===== config.mk =====
export PLATFORM = sky130hd
export DESIGN_NAME = multicycle_ctrl
export DESIGN_NICKNAME = d
export VERILOG_FILES = /design/src/rtl/multicycle_ctrl.sv
export SDC_FILE = /design/constraint.sdc
export NUM_CORES = 1
export LEC_CHECK = 0
export CAP_MARGIN = 40
export CELL_PAD_IN_SITES_DETAIL_PLACEMENT = 0
export CELL_PAD_IN_SITES_GLOBAL_PLACEMENT = 1
export CORE_MARGIN = 2
export CORE_UTILIZATION = 23
export CTS_CLUSTER_SIZE = 12
export DETAILED_ROUTE_END_ITERATION = 7
export PLACE_DENSITY_LB_ADDON = 0.08
export REMOVE_ABC_BUFFERS = 1
export SYNTH_ARGS = -nofsm -noshare
export SYNTH_HDL_FRONTEND = slang
export SYNTH_SLANG_ARGS = --single-unit
export TNS_END_PERCENT = 5

===== constraint.sdc =====
create_clock -name clk_i -period 1.6 [get_ports clk_i]
set_input_delay 0.16 -clock clk_i [delete_from_list [all_inputs] [get_ports clk_i]]
set_output_delay 0.16 -clock clk_i [all_outputs]
set_load 0.05 [all_outputs]

===== src/rtl/multicycle_ctrl.sv =====
// Main control FSM for the multicycle MIPS datapath: sequences the shared ALU,
// the unified instruction/data memory and the register file, stalling on mem_ready_i.
module multicycle_ctrl #(
    parameter bit TRAP_ON_ILLEGAL = 1'b1
) (
    input  logic       clk_i,
    input  logic       rst_i,
    input  logic [5:0] opcode_i,
    input  logic [5:0] funct_i,
    input  logic       mem_ready_i,
    output logic       pc_write_o,
    output logic       pc_write_cond_o,
    output logic [1:0] pc_source_o,
    output logic       i_or_d_o,
    output logic       mem_read_o,
    output logic       mem_write_o,
    output logic       ir_write_o,
    output logic       reg_write_o,
    output logic [1:0] reg_dst_o,
    output logic [1:0] mem_to_reg_o,
    output logic       alu_src_a_o,
    output logic [1:0] alu_src_b_o,
    output logic [2:0] alu_op_o,
    output logic       instr_done_o,
    output logic       illegal_o,
    output logic [3:0] state_o
);

    typedef enum logic [3:0] {
        S_IDLE     = 4'd0,
        S_FETCH    = 4'd1,
        S_DECODE   = 4'd2,
        S_MEM_ADDR = 4'd3,
        S_MEM_RD   = 4'd4,
        S_MEM_WB   = 4'd5,
        S_MEM_WR   = 4'd6,
        S_EXEC_R   = 4'd7,
        S_R_WB     = 4'd8,
        S_EXEC_I   = 4'd9,
        S_I_WB     = 4'd10,
        S_BRANCH   = 4'd11,
        S_JUMP     = 4'd12,
        S_JAL      = 4'd13,
        S_JR       = 4'd14,
        S_TRAP     = 4'd15
    } state_t;

    localparam logic [5:0] OP_RTYPE = 6'd0;
    localparam logic [5:0] OP_J     = 6'd2;
    localparam logic [5:0] OP_JAL   = 6'd3;
    localparam logic [5:0] OP_BEQ   = 6'd4;
    localparam logic [5:0] OP_ADDI  = 6'd8;
    localparam logic [5:0] OP_SLTI  = 6'd10;
    localparam logic [5:0] OP_LW    = 6'd35;
    localparam logic [5:0] OP_SW    = 6'd43;
    localparam logic [5:0] FN_JR    = 6'd8;

    localparam logic [2:0] ALU_RTYPE = 3'b000;
    localparam logic [2:0] ALU_ADD   = 3'b001;
    localparam logic [2:0] ALU_SLT   = 3'b010;
    localparam logic [2:0] ALU_SUB   = 3'b100;

    localparam logic [1:0] PCS_ALU  = 2'b00;
    localparam logic [1:0] PCS_OUT  = 2'b01;
    localparam logic [1:0] PCS_JMP  = 2'b10;
    localparam logic [1:0] PCS_REGA = 2'b11;

    localparam logic [1:0] SRCB_B    = 2'b00;
    localparam logic [1:0] SRCB_4    = 2'b01;
    localparam logic [1:0] SRCB_IMM  = 2'b10;
    localparam logic [1:0] SRCB_IMM2 = 2'b11;

    localparam logic [1:0] DST_RT = 2'b00;
    localparam logic [1:0] DST_RD = 2'b01;
    localparam logic [1:0] DST_RA = 2'b10;

    localparam logic [1:0] WB_ALU  = 2'b00;
    localparam logic [1:0] WB_MDR  = 2'b01;
    localparam logic [1:0] WB_LINK = 2'b10;

    typedef struct packed {
        logic       pc_write;
        logic       pc_write_cond;
        logic [1:0] pc_source;
        logic       i_or_d;
        logic       mem_read;
        logic       mem_write;
        logic       ir_write;
        logic       reg_write;
        logic [1:0] reg_dst;
        logic [1:0] mem_to_reg;
        logic       alu_src_a;
        logic [1:0] alu_src_b;
        logic [2:0] alu_op;
        logic       instr_done;
        logic       illegal;
    } ctrl_t;

    state_t state;
    state_t state_nxt;
    ctrl_t  ctrl;
    logic   op_legal;

    always_comb begin
        case (opcode_i)
            OP_RTYPE, OP_J, OP_JAL, OP_BEQ,
            OP_ADDI, OP_SLTI, OP_LW, OP_SW: op_legal = 1'b1;
            default:                        op_legal = 1'b0;
        endcase
    end

    // Async reset forces IDLE, and IDLE decodes to all-zero outputs, so an
    // in-flight write is dropped the moment reset asserts.
    always_ff @(posedge clk_i or negedge rst_i) begin
        if (!rst_i) state <= S_IDLE;
        else        state <= state_nxt;
    end

    always_comb begin
        state_nxt = state;
        case (state)
            S_IDLE:  state_nxt = S_FETCH;
            S_FETCH: if (mem_ready_i) state_nxt = S_DECODE;
            S_DECODE: begin
                case (opcode_i)
                    OP_LW, OP_SW:     state_nxt = S_MEM_ADDR;
                    OP_RTYPE:         state_nxt = (funct_i == FN_JR) ? S_JR : S_EXEC_R;
                    OP_ADDI, OP_SLTI: state_nxt = S_EXEC_I;
                    OP_BEQ:           state_nxt = S_BRANCH;
                    OP_J:             state_nxt = S_JUMP;
                    OP_JAL:           state_nxt = S_JAL;
                    default:          state_nxt = TRAP_ON_ILLEGAL ? S_TRAP : S_FETCH;
                endcase
            end
            S_MEM_ADDR: state_nxt = (opcode_i == OP_LW) ? S_MEM_RD : S_MEM_WR;
            S_MEM_RD:   if (mem_ready_i) state_nxt = S_MEM_WB;
            S_MEM_WR:   if (mem_ready_i) state_nxt = S_FETCH;
            S_EXEC_R:   state_nxt = S_R_WB;
            S_EXEC_I:   state_nxt = S_I_WB;
            S_MEM_WB, S_R_WB, S_I_WB,
            S_BRANCH, S_JUMP, S_JAL, S_JR: state_nxt = S_FETCH;
            S_TRAP:     state_nxt = S_TRAP;
            default:    state_nxt = S_IDLE;
        endcase
    end

    always_comb begin
        ctrl = '0;
        case (state)
            S_FETCH: begin
                ctrl.mem_read  = 1'b1;
                ctrl.alu_src_b = SRCB_4;
                ctrl.alu_op    = ALU_ADD;
                ctrl.pc_source = PCS_ALU;
                ctrl.ir_write  = mem_ready_i;
                ctrl.pc_write  = mem_ready_i;
            end
            S_DECODE: begin
                // Branch target is precomputed here into ALUOut.
                ctrl.alu_src_b  = SRCB_IMM2;
                ctrl.alu_op     = ALU_ADD;
                ctrl.instr_done = !TRAP_ON_ILLEGAL && !op_legal;
            end
            S_MEM_ADDR: begin
                ctrl.alu_src_a = 1'b1;
                ctrl.alu_src_b = SRCB_IMM;
                ctrl.alu_op    = ALU_ADD;
            end
            S_MEM_RD: begin
                ctrl.mem_read = 1'b1;
                ctrl.i_or_d   = 1'b1;
            end
            S_MEM_WB: begin
                ctrl.reg_write  = 1'b1;
                ctrl.reg_dst    = DST_RT;
                ctrl.mem_to_reg = WB_MDR;
                ctrl.instr_done = 1'b1;
            end
            S_MEM_WR: begin
                ctrl.mem_write  = 1'b1;
                ctrl.i_or_d     = 1'b1;
                ctrl.instr_done = mem_ready_i;
            end
            S_EXEC_R: begin
                ctrl.alu_src_a = 1'b1;
                ctrl.alu_src_b = SRCB_B;
                ctrl.alu_op    = ALU_RTYPE;
            end
            S_R_WB: begin
                ctrl.reg_write  = 1'b1;
                ctrl.reg_dst    = DST_RD;
                ctrl.mem_to_reg = WB_ALU;
                ctrl.instr_done = 1'b1;
            end
            S_EXEC_I: begin
                ctrl.alu_src_a = 1'b1;
                ctrl.alu_src_b = SRCB_IMM;
                ctrl.alu_op    = (opcode_i == OP_SLTI) ? ALU_SLT : ALU_ADD;
            end
            S_I_WB: begin
                ctrl.reg_write  = 1'b1;
                ctrl.reg_dst    = DST_RT;
                ctrl.mem_to_reg = WB_ALU;
                ctrl.instr_done = 1'b1;
            end
            S_BRANCH: begin
                ctrl.alu_src_a     = 1'b1;
                ctrl.alu_src_b     = SRCB_B;
                ctrl.alu_op        = ALU_SUB;
                ctrl.pc_write_cond = 1'b1;
                ctrl.pc_source     = PCS_OUT;
                ctrl.instr_done    = 1'b1;
            end
            S_JUMP: begin
                ctrl.pc_write   = 1'b1;
                ctrl.pc_source  = PCS_JMP;
                ctrl.instr_done = 1'b1;
            end
            S_JAL: begin
                ctrl.pc_write   = 1'b1;
                ctrl.pc_source  = PCS_JMP;
                ctrl.reg_write  = 1'b1;
                ctrl.reg_dst    = DST_RA;
                ctrl.mem_to_reg = WB_LINK;
                ctrl.instr_done = 1'b1;
            end
            S_JR: begin
                ctrl.pc_write   = 1'b1;
                ctrl.pc_source  = PCS_REGA;
                ctrl.instr_done = 1'b1;
            end
            S_TRAP:  ctrl.illegal = 1'b1;
            default: ctrl = '0;
        endcase
    end

    assign pc_write_o      = ctrl.pc_write;
    assign pc_write_cond_o = ctrl.pc_write_cond;
    assign pc_source_o     = ctrl.pc_source;
    assign i_or_d_o        = ctrl.i_or_d;
    assign mem_read_o      = ctrl.mem_read;
    assign mem_write_o     = ctrl.mem_write;
    assign ir_write_o      = ctrl.ir_write;
    assign reg_write_o     = ctrl.reg_write;
    assign reg_dst_o       = ctrl.reg_dst;
    assign mem_to_reg_o    = ctrl.mem_to_reg;
    assign alu_src_a_o     = ctrl.alu_src_a;
    assign alu_src_b_o     = ctrl.alu_src_b;
    assign alu_op_o        = ctrl.alu_op;
    assign instr_done_o    = ctrl.instr_done;
    assign illegal_o       = ctrl.illegal;
    assign state_o         = state;

endmodule


Word-level counts from Yosys, hierarchy flattened --
Cells that the tools add are included.
Storage, ports and cells: logic and storage cells 59, input bits 15, register bits after elaboration 4
Cells by class: reduce and logical (&&, ||, !) cells 12, eq/ne operators 26, multiplexer cells 20
Operators with widths (number):
- $pmux W4 S9 | 1
- $eq A4 B4 Y1 const B | 8
- $pmux W5 S5 | 1
- $pmux W4 S6 | 1
- $pmux W5 S4 | 1
- $eq A6 B4 Y1 const B | 3
- $eq A4 B3 Y1 const B | 4
- $mux W4 | 4
- $eq A6 B2 Y1 const B | 2
- $eq A6 B6 Y1 const B | 2
- $reduce_or A2 Y1 | 5
- $eq A4 B2 Y1 const B | 2
- $reduce_or A8 Y1 | 1
- $mux W1 | 7
- $reduce_or A7 Y1 | 1
- $eq A6 B3 Y1 const B | 1
- $logic_not A6 Y1 | 1
- $ne A2 B2 Y1 const B | 3
- $pmux W2 S3 | 1
- $eq A4 B1 Y1 const B | 1
- $logic_not A4 Y1 | 1
- $mux W2 | 2
- $pmux W1 S2 | 2
- $reduce_or A4 Y1 | 1
- other kinds (2) | 2

Logic depth before layout (Yosys ltp) --
Gate-level depths: netlist of run 1.
word-level depth 4, depth in mapped cells 6, mapped depth without buffers 4

Worst setup path after synthesis of run 1 --
Ideal clock, no wire load.
path kind reg2out, start point register state[3] (netlist: state_o[3]), end point output pc_write_o, slack -0.993 ns, arrival 2.433 ns, required time 1.440 ns, stages on the path, launching flop included 6, path through dfrtp_1 -> buf_2 -> buf_2 -> nand2_1 -> a21oi_1 -> or2_1
Between the ends: word-level cells in the longest chain between the ends 3, elaborated cells between the ends (all ways) 6
Ends and longest elaborated chain:
- start, declared | RTL line 99 | state_t state;
- start signal, assigned | RTL line 116 | else state <= state_nxt;
- $eq A4 B4 Y1 | RTL line 149 | case (state)
- $reduce_or A3 Y1 (no source line)
- $pmux W1 S2 (*) | RTL line 149
- end, declared | RTL line 11 | output logic pc_write_o,
Every way passes the cells marked *; elsewhere a longest branch is shown, timed or not.

Final worst setup path of run 1 --
start point register state[3] (netlist: state_o[3]), end point output mem_read_o
Between the ends: word-level cells in the longest chain between the ends 3, elaborated cells between the ends (all ways) 4
Ends and longest elaborated chain:
- $eq A4 B3 Y1 / $eq A4 B1 Y1 (equally long branches) | RTL line 149
- $reduce_or A2 Y1 (no source line) (*)
- $mux W1 (*) | RTL line 149
- end, declared | RTL line 15 | output logic mem_read_o,
Marks and branches as above.

==> run summary, run 1 <==
The count of cells in the finished layout, fillers not included, comes to 193. The slowest library cell on the worst path is dfrtp_2. The overall routing resource usage came out at 15.7%.

Setup violations remaining at the end of the flow were counted as 0. Timing would allow up to 628 MHz. For the pin with the worst max-slew slack, the measured transition is 315 ps.

The hold-fix buffer count after cts is 0. Across the run, the number of max-cap violations was 0. The pin count of the biggest net entering global routing is 11. The total CTS buffers came out at 3. The overall overflow remaining after global route is 0. Walking the worst path, the cells encountered are buf_4 -> buf_4 -> nor3_1 -> buf_4 -> buf_12. The worst setup path is captured at an output pin. The flip-flop and latch count after synthesis came out at 4. The flip-flop count of the largest register, all copies and words added is 4. The via count of the first global-routing pass is 951. The average instance area after synthesis is 6.59 µm².

The shortest clock period the worst path allows after layout came out at 1590 ps. The area of the die came out at 0.00319 mm². The count of endpoints failing hold in the final timing report came out at 0. The total iterations of the first detailed-routing run came out at 4. The number of design rule violations left after detail routing is 0.

The min-delay analysis places its worst path in the category in -> async. The required time of the critical path is 1440 ps. The root cell of the clock tree is clkbuf_4.

For this run, the slowest stage of the critical path takes 440 ps. The die boundary height came out at 56.5 µm. The worst setup path is of the reg -> out kind. The fraction of synthesized cell area taken by the top area cell type is 15.8%. The net count of the finished layout is 179. The most critical setup path has its startpoint at state_o[3]. The capture point of the worst reg-to-reg path is state_o[0].

After detailed routing, the total wire length is 2430 µm. The final-report max-slew violation count came to 0. In this run the worst setup path terminates at mem_read_o. The post-placement setup slack is -85.7 ps. The via density per instance is 4.80. After the first detailed-routing iteration, the DRC count stood at 12. CTS built an H-tree with a depth of 1. Once layout is done, the placed cells without fillers occupy 0.00161 mm². The starting utilization of the core area came out at 23.6%. Synthesis produced a netlist whose cell count is 96.

The vias after detailed routing came out at 926. The global-route wire length before repair came out at 4070 µm. The number of antenna diodes in the final layout is 0. The final critical path takes up 99.5% of the cycle. The register-to-register setup slack came out at 210 ps. The power consumption came out at 3.71 mW.

The placed instance count is 186. The HPWL after detailed placement is 1920 µm. The worst hold margin is 128 ps. The final core utilization is 60.0%. The number of antenna violations at the first check in global routing is 0. The total leakage power is 0.712 nW.

The worst IR drop on VDD came out at 1.94 mV. The setup clock skew after layout is 1.20 ps. The combined area of all synthesized cells is 633 µm². The library cells used most frequently in the layout, excluding fill and tap cells, are buf_4 (33), buf_12 (25), clkdlybuf4s50_1 (10). Measured along the x axis, the die boundary spans 56.5 µm. The data arrival at the endpoint of the critical path is 1430 ps. Headroom to the max-slew limit came out at 78.8%. After detailed routing, the average wire length per cell comes to 12.6 µm. Once detail routing completed, the nets flagged for antenna violations numbered 0. The most common cell after layout, fill and taps aside is buf_4. TritonCTS built the clock tree. The worst setup path is launched from a flip-flop. The Yosys warning count is 0. After clock tree synthesis, the clock-pin slew on the worst setup and hold paths is 40 ps. The total area inside the core boundary comes to 0.00269 mm². Sorting the synthesized cells by area gives the leading types as dfrtp_1 (16%), nor3_1 (7.1%), nor2_1 (7.1%).

The fraction of final layout cells with drive strength greater than 1 came out at 52.5%. The site row count came out at 19. The placed instances occupy a cell area of 0.00147 mm². For this run, the register share of the synthesized area comes to 15.8%. The congestion estimate from routability-driven global placement came to 0.867. The cell count of the worst reg-to-reg path is 5. Setup repair after global routing could not meet its margin everywhere.

The area added between synthesis and finish is 155%. The most numerous cell type found on the critical path is buf_4. The clock passes through at most 2 buffers. The final setup slack of the worst path came out at 8.33 ps. The later-pin clock latency in the skew report is 230 ps. The beginning of the worst register-to-register path is state_o[0]. The quantity of I/O buffers inserted on ports is 39. The total power per unit cell area came out at 2300 mW/mm². The number of primary I/O pins is 40. The TritonCTS sink count came out at 4.

Of all nets on the critical path, the largest fanout is 6. The number of distinct library cells after synthesis is 35. The run finished with clean final reports. The setup TNS came out at 0 ps.

dfrtp_1 takes more of the synthesized area than any other cell.
cells in the mapped netlist (all sizes together):
library cell,n
a22oi,1
o21a,1
o31a,1
nand3,3
nor3b,1
nor2,12
nand2,11
a2111oi,1
dfrtp,4
a31oi,1
o21ai,7
nand3b,2
a221o,1
a21o,1
o32ai,1
inv,2
nand2b,5
nor4,1
nor4b,1
a22o,1
buf,9
or2,1
a21oi,8
and3,1
a21boi,1
mux2i,1
a211oi,2
nor2b,3
nor3,10
xnor2,2
critical path: cells and delay by family (launching register included):
kind	cells	cell delay [ps]
buffers and inverters	4	590
and+or+nand+nor	1	170
DFF	1	440
layout make-up:
type	instances	area, µm²
inverters	2	7.51
repair buffers	72	898
flip-flops and latches	4	105
fillers	238	1070
multi-input cells	81	539
well taps	31	38.8
clock buffers	3	22.5
worst min path at each step:
| stage | endpoint | slack (ps) | cells after the start |
|---|---|---|---|
| after global placement | state_o[3] | 370 | 1 |
| after detailed placement | state_o[3] | 370 | 1 |
| after floorplan | state_o[0] | -140 | 0 |
| final | state_o[0] | 130 | 1 |
| after global routing | state_o[2] | 140 | 1 |
| after CTS | state_o[3] | 130 | 1 |
logic make-up after synthesis:
kind of cell | Yosys count | synth area share (%)
AND/OR/NAND/NOR | 51 | 41.7
AO/OA/AOI/OAI | 27 | 28.1
buffers and inverters | 11 | 10.1
flip-flops | 4 | 15.8
XOR/XNOR | 2 | 2.77
multiplexers | 1 | 1.58
report_power, final:
group / internal (mW) / switching [mW] / total (mW)
clock network: 0.0839 / 0.0413 / 0.125
registers: 0.162 / 0.105 / 0.267
logic: 1.58 / 1.74 / 3.32
repair_timing:
item                                   4_1_cts  5_1_grt
endpoints found under the hold margin        0        0
pin swaps                                    0        5
setup buffers                                0        4
setup endpoints to repair                   19       15
gates resized for setup                     10       18
metal layers:
metal	up-vias	wire length (µm)	global-route usage [%]	part of all wire [%]
li1	478	-	-	-
met1	426	1100	19.8	45
met2	20	1200	27.1	49
met3	2	105	3.00	4.3
met4	0	23	4.42	0.95
met5	-	0	0	0
No activity file was read; power rests on OpenSTA's default activity.
==> run 2: changes to the inputs <==
Settings changed: CTS_CLUSTER_SIZE 12 to 16.
==> results of run 2 <==
Same layout as run 1: the final DEF is identical, and so are final timing and power.
==> run 3: changes to the inputs <==
==> constraint.sdc (replaced) <==
create_clock -name clk_i -period 1.6 [get_ports clk_i]
set_input_delay 0.24 -clock clk_i [delete_from_list [all_inputs] [get_ports clk_i]]
set_output_delay 0.24 -clock clk_i [all_outputs]
set_load 0.05 [all_outputs]
==> run 3 against run 2 <==
Compared with the run above:
- the flow now finishes with violations (setup timing)
- global-route usage grew 0.87 points
- worst setup slack worse by 88 ps
- sequential cell count did not move
- die area unchanged
- clock power about the same
- core utilization is 3.1 points higher
- combinational power rose by 6%
- maximum frequency fell by 5.2%
- critical path depth is 1 lower
- hold slack better by 75 ps
- register-to-register slack got worse by 40 ps
- critical path type unchanged
- largest cell class unchanged
==> run summary, run 3 (synthesis gave the netlist of run 1 again) <==
Entering global routing, the biggest net connects 14 pins. The top cell types in the final layout, fill and taps aside, are buf_4 (32), buf_12 (24), nand2_1 (9). The routability congestion estimate is 0.857. The area added between synthesis and finish is 168%. The capture point of the worst reg-to-reg path is state_o[0].

The checks that failed: setup timing. The TritonCTS clock tree is yes. The required time of the critical path came out at 1360 ps.

The overall routing resource usage came out at 16.6%. The total leakage power came out at 0.734 nW. The class of the worst hold path is in -> async.

The tree is rooted in a clkbuf_4. The via count of the first global-routing pass came out at 954. The actual transition at the worst max-transition pin came out at 303 ps. No sink is reached through more buffers than the 2 on the longest clock path. The worst setup path is launched from a flip-flop. The hold-fix buffer count after cts is 0. The floorplan has 19 rows. After clock tree synthesis, the clock-pin slew on the worst setup and hold paths is 40 ps.

The instance area after placement is 0.00150 mm². Of the total power, the share spent switching nets is 49.7%. The final number of setup-violating endpoints came out at 10. The critical path is of the reg -> out type. The flow ran to the end, but the final reports show violations.

Across the run, the number of max-cap violations was 0. STA classifies the critical path endpoint as an output pin. The area of the die is 0.00319 mm². The starting utilization of the core area came out at 23.6%.

The die width came out at 56.5 µm. Dividing total power by cell area gives a power density of 2300 mW/mm². The wire-length estimate of the detail-placed layout is 1910 µm.

Data arrives at the worst endpoint at 1440 ps. The routed wire length came out at 2470 µm. Across all register-to-register paths, the minimum setup slack is 170 ps. The combinational share of power came out at 89.9%.

The total iterations of the first detailed-routing run came out at 4. 40 I/O pins were placed. The final setup slack of the worst path came out at -79.5 ps. The core region is 0.00269 mm². The worst register-to-register path begins at state_o[0]. The largest driver fanout on the critical path is 8. After global routing the overflow that remains totals 0. The flip-flop count of the largest register, all copies and words added came out at 4. Setup repair after global routing could not meet its margin everywhere. The antenna cell count came out at 0. The timing startpoint of the critical path is state_o[0]. Input and output buffers added on the ports amount to 39. The total CTS buffers is 3.

In this run the vertical extent of the chip is 56.5 µm. For this block, the initial DRC count from the detailed router was 11. The routed wire length per instance is 12.6 µm. The number of levels the H-tree was split into is 1.

Per report_power, the sequential group accounts for 6.9% of the total. For this run, the top clock speed supported by timing is 595 MHz. The worst hold margin is 203 ps. The setup clock skew after layout came out at 4.68 ps. The worst IR drop on VDD is 1.94 mV. Using the TritonRoute via totals, the vias-per-cell ratio works out to 4.83. For the worst-skew pair, the clock arrives at the later sink with an insertion delay of 240 ps. The final-report max-slew violation count is 0. Measured against its own limit, the worst slew margin works out to 79.6%. The net count of the finished layout came out at 182. The switching power total is 1.94 mW. The number of antenna violations at the first check in global routing is 0. Leaving out fill and tap cells, the most frequent cell in the layout is buf_4. The design area is 0.00169 mm². The number of fill cells came out at 227. The global-route wire length before repair is 4280 µm. Counting cells, the worst reg-to-reg path comes to 5. The routed layout has 946 vias. The remaining antenna violation count is 0. The internal power component is 1.96 mW. The shortest clock period the worst path allows after layout is 1680 ps.

The worst path uses 105% of the clock period. The fraction of final layout cells with drive strength greater than 1 came out at 57.0%. Of the total power, the clock network draws 3.2%.

The count of endpoints failing hold in the final timing report is 0. The critical path capture point is pc_write_o. The number of design rule violations left after detail routing is 0.

The tree built by TritonCTS fans out to 4 sinks.
-- run 3: worst min-delay path by stage --
stage | from | end | cells after the start
floorplan | rst_i | state_o[0] | 0
global placement | rst_i | state_o[3] | 1
detailed placement | rst_i | state_o[2] | 1
CTS | rst_i | state_o[2] | 1
global route | rst_i | state_o[2] | 1
finish | rst_i | state_o[2] | 1
-- run 3: layer usage --
metal / vias to the layer above / track usage (%) / share of wire [%]
met5: - / 0 / 0
met4: 0 / 4.08 / 1.0
met3: 4 / 3.00 / 5.3
met2: 29 / 27.6 / 49
met1: 428 / 22.1 / 45
li1: 485 / - / -
-- run 3: critical path, stage by stage (launching register included) --
cell	delay (ps)
dfrtp_2	470
nor2b_4	170
and3_4	170
or2_4	250
buf_12	150
-- run 3: per-stage QoR --
| step | instances | setup WS (ps) | util, % | total power, mW | TNS, ps |
|---|---|---|---|---|---|
| after CTS | 196 | -83.6 | 60.6 | 3.79 | -415 |
| after global routing | 196 | -129 | 63.1 | 4.11 | -1450 |
| after floorplan | 87 | -1130 | - | 1.74 | -17030 |
| after detailed placement | 190 | -176 | 56.0 | 3.42 | -825 |
| final | 196 | -79.5 | 63.1 | 3.90 | -327 |
| after global placement | 190 | -180 | 56.0 | 3.42 | -780 |
-- run 3: layout make-up --
class | count | area, µm² | share of cell area (%)
repair buffers | 75 | 945 | 55.8
well taps | 31 | 38.8 | 2.29
flip-flops and latches | 4 | 104 | 6.13
clock buffers | 3 | 22.5 | 1.33
multi-input cells | 81 | 577 | 34.0
inverters | 2 | 7.51 | 0.443
-- run 3: power by group through the flow --
stage / Sequential, mW / Clock (mW) / Combinational [mW]
after floorplan: 0.511 / 0 / 1.23
after global placement: 0.240 / 0 / 3.18
after detailed placement: 0.237 / 0 / 3.18
after CTS: 0.257 / 0.131 / 3.40
after global routing: 0.277 / 0.146 / 3.69
final: 0.267 / 0.125 / 3.51
-- run 3: repair_timing --
| action | 4_1_cts | 5_1_grt |
|---|---|---|
| setup endpoints to repair | 21 | 21 |
| setup buffers | 3 | 0 |
| pin swaps | 5 | 6 |
| endpoints found under the hold margin | 0 | 0 |
| gates resized for setup | 25 | 17 |
